**config.mk**
```make
export PLATFORM = sky130hd
export DESIGN_NAME = wb_cmd_master
export DESIGN_NICKNAME = d
export VERILOG_FILES = /design/src/rtl/wb_cmd_master.sv
export SDC_FILE = /design/constraint.sdc
export NUM_CORES = 1
export LEC_CHECK = 0
export ABC_AREA = 1
export BUFFER_PORTS_ARGS = -buffer_cell sky130_fd_sc_hd__buf_2
export CELL_PAD_IN_SITES_DETAIL_PLACEMENT = 0
export CELL_PAD_IN_SITES_GLOBAL_PLACEMENT = 1
export CORE_MARGIN = 4
export CORE_UTILIZATION = 40
export DETAILED_ROUTE_END_ITERATION = 8
export GPL_ROUTABILITY_DRIVEN = 0
export PLACE_DENSITY = 0.72
export SETUP_SLACK_MARGIN = 0.4
export SYNTH_ARGS = -nofsm -noshare
export SYNTH_HDL_FRONTEND = slang
export SYNTH_SLANG_ARGS = --single-unit
```
**constraint.sdc**
```tcl
create_clock -name clk -period 2.9 [get_ports clk]
set_clock_uncertainty 0.1 [all_clocks]
set_input_delay 0.145 -clock clk [delete_from_list [all_inputs] [get_ports clk]]
set_output_delay 0.145 -clock clk [all_outputs]
set_load 0.02 [all_outputs]
```
**src/rtl/wb_cmd_master.sv**
```systemverilog
// Wishbone classic-cycle master: turns rising-edge command strobes into exactly one
// bus transaction each, buffering back-to-back commands in a small in-order queue.
module wb_cmd_master #(
  parameter int DEPTH   = 4,
  parameter int TIMEOUT = 64
) (
  input  logic        clk,
  input  logic        rst,
  input  logic        cmd_stb,
  input  logic [7:0]  adr,
  input  logic [33:0] cmd_word,
  output logic        busy,
  output logic        done,
  output logic [31:0] rd_data,
  output logic        err,
  output logic        ovf,
  output logic        wb_cyc_o,
  output logic        wb_stb_o,
  output logic        wb_we_o,
  output logic [7:0]  wb_adr_o,
  output logic [31:0] wb_dat_o,
  output logic [3:0]  wb_sel_o,
  input  logic [31:0] wb_dat_i,
  input  logic        wb_ack_i,
  input  logic        wb_err_i
);

  localparam int AW = (DEPTH > 1) ? $clog2(DEPTH) : 1;
  localparam int TW = (TIMEOUT > 1) ? $clog2(TIMEOUT) : 1;
  localparam logic [AW:0]   FULL  = (AW+1)'(DEPTH);
  localparam logic [TW-1:0] TLAST = TW'(TIMEOUT - 1);

  typedef enum logic [1:0] {S_IDLE, S_BUS, S_DONE} state_t;

  state_t        state_q;
  logic          stb_q;
  logic [AW:0]   count_q, count_d;
  logic [AW-1:0] wr_ptr_q, rd_ptr_q;
  logic [40:0]   mem_q [DEPTH];
  logic [TW-1:0] tmo_q;
  logic          busy_q, done_q, err_q, ovf_q;
  logic [31:0]   rd_data_q;
  logic          cyc_q, we_q;
  logic [7:0]    wadr_q;
  logic [31:0]   wdat_q;
  logic [3:0]    sel_q;

  logic        accept, push, drop, pop, busy_d;
  logic [40:0] head;
  logic        unused_rsvd;

  assign unused_rsvd = cmd_word[33];

  // A full queue drops the new command even if an entry leaves in the same cycle.
  assign accept = cmd_stb & ~stb_q;
  assign push   = accept & (count_q != FULL);
  assign drop   = accept & (count_q == FULL);
  assign pop    = (state_q == S_IDLE) & (count_q != '0);
  assign head   = mem_q[rd_ptr_q];

  always_comb begin
    count_d = count_q;
    if (push && !pop)
      count_d = count_q + (AW+1)'(1);
    else if (!push && pop)
      count_d = count_q - (AW+1)'(1);
  end

  assign busy_d = (count_d != '0) | pop | (state_q == S_BUS);

  always_ff @(posedge clk) begin
    if (push)
      mem_q[wr_ptr_q] <= {adr, cmd_word[32:0]};
  end

  always_ff @(posedge clk) begin
    if (rst) begin
      state_q   <= S_IDLE;
      stb_q     <= 1'b0;
      count_q   <= '0;
      wr_ptr_q  <= '0;
      rd_ptr_q  <= '0;
      tmo_q     <= '0;
      busy_q    <= 1'b0;
      done_q    <= 1'b0;
      err_q     <= 1'b0;
      ovf_q     <= 1'b0;
      rd_data_q <= '0;
      cyc_q     <= 1'b0;
      we_q      <= 1'b0;
      wadr_q    <= '0;
      wdat_q    <= '0;
      sel_q     <= '0;
    end else begin
      stb_q   <= cmd_stb;
      count_q <= count_d;
      busy_q  <= busy_d;
      done_q  <= 1'b0;
      if (push)
        wr_ptr_q <= wr_ptr_q + AW'(1);
      if (drop)
        ovf_q <= 1'b1;
      unique case (state_q)
        S_IDLE: begin
          if (pop) begin
            rd_ptr_q <= rd_ptr_q + AW'(1);
            wadr_q   <= head[40:33];
            we_q     <= head[32];
            wdat_q   <= head[31:0];
            cyc_q    <= 1'b1;
            sel_q    <= 4'hF;
            tmo_q    <= '0;
            state_q  <= S_BUS;
          end
        end
        S_BUS: begin
          // err outranks ack; the timeout only fires when the slave stays silent.
          if (wb_err_i || wb_ack_i || (tmo_q == TLAST)) begin
            if (wb_err_i || !wb_ack_i)
              err_q <= 1'b1;
            else if (!we_q)
              rd_data_q <= wb_dat_i;
            cyc_q   <= 1'b0;
            sel_q   <= 4'h0;
            done_q  <= 1'b1;
            state_q <= S_DONE;
          end else begin
            tmo_q <= tmo_q + TW'(1);
          end
        end
        S_DONE: state_q <= S_IDLE;
        default: state_q <= S_IDLE;
      endcase
    end
  end

  assign busy     = busy_q;
  assign done     = done_q;
  assign rd_data  = rd_data_q;
  assign err      = err_q;
  assign ovf      = ovf_q;
  assign wb_cyc_o = cyc_q;
  assign wb_stb_o = cyc_q;
  assign wb_we_o  = we_q;
  assign wb_adr_o = wadr_q;
  assign wb_dat_o = wdat_q;
  assign wb_sel_o = sel_q;

endmodule
```
# Yosys cells after proc, flatten, opt, wreduce, memory -nomap -nowiden
# Memory sizes are Yosys's and may differ from the RTL's. A register that Yosys moved wholly into a read port is not among the register bits.
# Index checks and enable logic that the tools add are counted.
# word_totals
mem_bits_rw,164
out_inout_bits,83
in_bits,79
word_cells,72
regBits,57
mem_count,1
# classes
reduce_logical,19
add_sub_neg,5
eq_ne,7
n_bitwise,10
mux,17
# mem_list
memory,words,word_bits,rd,rd_clocked_by_memory_dff,write_ports,line,text
mem_q,4,41,1,1,1,39,logic [40:0] mem_q [DEPTH];
# op_table
operator,count
2-to-1 mux 6 bit,2
case mux 6 bit (2 select lines),1
AND reduction 3 bit,3
2-to-1 mux 4 bit,2
case mux 4 bit (2 select lines),1
"adder 6 x 1 -> 6 bit, second input constant",1
"equality test 6 bit, second input constant",1
2-to-1 mux 3 bit,2
nonzero test 3 bit,2
2-to-1 mux 1 bit,5
"adder 2 x 1 -> 2 bit, second input constant",2
AND 1 bit,4
2-to-1 mux 2 bit,2
"inequality test 2 bit, second input constant",2
inverter 1 bit,4
case mux 2 bit (2 select lines),1
AND reduction 2 bit,2
AND reduction 4 bit,1
"adder 3 x 1 -> 3 bit, second input constant",1
"equality test 3 bit, second input constant",1
zero test 1 bit,3
logical OR 1 bit,3
"inequality test 3 bit, second input constant",1
"subtractor 3 x 1 -> 3 bit, second input constant",1
other kinds (8),10

# Logic depth before layout (Yosys ltp)
# logic_depth
ltp_word,10
ltp_mapped,11
ltp_nobuf,11

# Worst setup path before layout
# Ideal clock, no wire load.
# synth_timing
path_type,flip-flop to flip-flop
from,register count_q[0]
to,"memory mem_q[0][0], enable pin"
t_arrival_ps,2601
required_ps,2360
path_stages_with_launch,6
slack_ps,-240
setup_time_ps,440
cell_sequence,dfxtp_1 -> inv_1 -> ha_1 -> nand2_1 -> nand3_2 -> nor2_1
# synth_between
elab_chain_len,4
# synth_rtl
element,line,text
from (decl),37,"logic [AW:0] count_q, count_d;"
from (signal assigned),96,count_q <= count_d;
inequality test 3 bit,56,assign push = accept & (count_q != FULL);
AND 1 bit,56,
2-to-1 mux 1 bit,72,if (push)
2-to-1 mux 1 bit (implied by the code),73,"mem_q[wr_ptr_q] <= {adr, cmd_word[32:0]};"
to (decl),39,
# No other way between the ends.

# Worst setup path after layout
# layout_timing
from,register count_q[0]
to,"memory mem_q[1][22], enable pin"
# The elaborated chain is that of the path after synthesis.

==> impl_results.md <==
- GRT Total Usage: 0.160
- # port buffers: 160
- CP max stage cell: nor2_4
- Register area share after synthesis: 0.688
- Clock slew at reported path FFs: 0.06 ns
- Post-placement cell area: 0.0110 mm^2
- Drt first pass iters: 4
- Final Hold Vio Count: 0
- Critical path fanouts, max: 12
- Via density: 4.73
- Worst hold-check path type: input port to flop
- Grt ovf: 0
- Clk pwr share: 0.306
- Io pins: 162
- Least-Margin Pin Slew: 0.837 ns
- Net Sw Frac: 0.348
- Fin crit share: 0.768
- Iteration-0 DRC Markers: 372
- Layout Nets: 1,222
- Crit path max-delay family: simple AND/OR/NAND/NOR gates
- Arrival time at the worst endpoint: 2.35 ns
- PwrDens: 953 mW/mm^2
- Initial antenna violation count: 1
- Core Footprint: 0.0243 mm^2
- DRC Markers: 0
- Die ar.: 0.0273 mm^2
- Top FF cell, synth: edfxtp_1
- Sink Count: 258
- Fmax: 449 MHz
- Status: finished, final reports clean
- Synth top area share: 0.498
- CTS tree: done
- Skew-Pair Late Insertion Delay: 0.54 ns
- Seq cells post-synth: 258
- Worst path cell trace: inv_1 > ha_1 > nand2_1 > nand3_2 > nor2_4 > buf_4
- Worst path bufs/invs: 2
- Largest area contributor in the netlist: edfxtp_1
- DIE WIDTH: 165 um
- Design area: 0.0127 mm^2
- Pin count of the biggest net entering global routing: 84
- Routed Antenna Nets: 0
- Global-route wire length before repair: 34,600 um
- Unique masters post-synth: 33
- Post-synth top cells: nor2_1 (184), edfxtp_1 (164), inv_1 (96), dfxtp_1 (94), o21ai_0 (81)
- Synthesized cell area: 0.00989 mm^2
- Critical Path RT: 3.03 ns
- Top-count cell post-synth: nor2_1
- CP max stage delay: 0.45 ns
- Clock Tree Root: clkbuf_16
- Die Span Y: 165 um
- Max-slew violation count: 0
- Standby leakage power: 0.00521 uW
- Net Sw Power: 4230 uW
- Site row count: 57
- Avg Cell Area, Syn: 10.9 um^2
- Max IR drop VDD: 0.463 mV
- YS warnings: 0
- Setup violators final: 0
- Net count after synthesis: 995
- Fillers: 2,127
- Htree depth: 1
- Sequential power share: 0.386
- Final wirelength: 22,400 um
- DR WL/cell: 15.1 um
- Worst setup SP type: flop
- Min Tclk post-route: 2.23 ns
- Via Count: 7,015
- Initial Utilization: 0.407
- Maximum Capacitance Violations: 0
- Clock buffer depth: 3
- Cell count along the critical path: 6
- Num CTS Buffers: 28
- Area grow syn2layout: 28.8%
- Post-Syn Instances: 908
- Internal: 7920 uW
- Worst setup EP type: flop
- Ratio of cells with drive above 1 in the final layout: 0.209
- Top cells by area, synth: edfxtp_1 (50%), dfxtp_1 (19%), nor2_1 (7.0%), o21ai_0 (4.1%), o21ai_1 (4.0%)
- RSZ-0062 raised after global routing: false
- Vias in the first global route: 6,501
- Hold WS: 0.0959 ns
- Resized cells post-CTS: 0
- Logic pwr share: 0.308
- Ys async rst share: 0
- Post-synth EDFFs: 164
- FF-to-FF path depth: 6
- Max transition margin: 0.442
- Worst Hold Depth: 4
- DP HPWL: 12,600 um
- WS Path Type: flop to flop
- Setup bufs post-CTS: 0
[power groups by stage]
stage / Clock (uW) / Sequential (uW) / Combinational, uW
3_5_place_dp: 0 / 4770 / 3700
4_1_cts: 3810 / 4700 / 3800
2_1_floorplan: 0 / 5070 / 2430
5_1_grt: 3960 / 4750 / 4220
6_report: 3720 / 4690 / 3740
3_3_place_gp: 0 / 4760 / 3680
[placed cells by master, fill, tap and decap left out, types with 2 or more instances in the layout]
cell,count
a21oi_1,42
buf_12,4
buf_2,160
buf_4,12
bufinv_16,4
clkbuf_1,4
clkbuf_16,28
clkbuf_8,5
clkinv_1,2
clkinv_2,4
clkinvlp_4,2
dfxtp_1,92
dfxtp_2,2
dlygate4sd3_1,77
edfxtp_1,164
ha_1,8
inv_1,95
nand2_1,30
nand2_2,2
nand3_1,13
nor2_1,180
nor2_2,2
nor2_4,5
nor3b_1,2
o21ai_0,81
o21ai_1,79
o22ai_1,41
[final cells by class]
class / count / area [um^2] / area share
clock inverters: 14 / 195 / 0.0153
multi-input cells: 496 / 2430 / 0.190
clock buffers: 38 / 792 / 0.0622
diodes: 1 / 2.50 / 0.000196
well taps: 324 / 405 / 0.0318
inverters: 98 / 370 / 0.0291
flip-flops and latches: 258 / 6810 / 0.534
repair buffers: 253 / 1740 / 0.137
[worst reg2reg max path: cells and delay by family (launching register included)]
kind	cells	cell delay [ns]
simple gates	3	0.85
buf+inv	2	0.40
flops	1	0.35
fa+ha+maj	1	0.21
[registers in the layout (all words and copies together) (netlist names), 3 cells and up]
register  cells
rd_data      32
tmo_q         6
mem_q       164
wb_dat_o     32
count_q       3
wb_adr_o      8
[what timing repair did]
action,in CTS,in global routing
endpoints found under the hold margin,200,0
setup endpoints to repair,0,0
hold buffers,77,0
[per-stage QoR]
stage	total power, uW	instances	TNS [ns]	utilization	worst slack [ns]
after detailed placement	8470	1352	0	0.452	0.650
after floorplan	7490	908	-39.38	-	-0.240
after CTS	12300	1481	0	0.524	0.618
final	12200	1482	0	0.524	0.673
after global routing	12900	1482	0	0.524	0.506
after global placement	8440	1352	0	0.452	0.683
[cell families (layout without fill, tap and decap cells)]
| group | count (synthesis) | count (layout) | synth area share |
|---|---|---|---|
| other cells | 0 | 1 | 0 |
| fa+ha+maj | 8 | 8 | 0.0101 |
| xor+xnor | 1 | 1 | 0.000886 |
| simple gates | 239 | 239 | 0.0993 |
| compound gates | 248 | 248 | 0.132 |
| flops | 258 | 258 | 0.688 |
| buf+inv | 154 | 403 | 0.0696 |
[layer usage]
metal	GRT usage	part of all wire	vias up
met2	0.275	0.48	164
li1	-	-	3544
met5	0	0	-
met3	0.0328	0.061	28
met4	0.0371	0.017	0
met1	0.209	0.45	3279
[final timing paths]
kind                            slack [ns]        from           end
worst max-delay path                  0.67  count_q[0]  mem_q[1][22]
worst min-delay path                   0.1         rst           err
worst max register to register        0.67  count_q[0]  mem_q[1][22]
worst min register to register        0.34  rd_data[3]    rd_data[3]
Power figures use the tool's default switching activity.
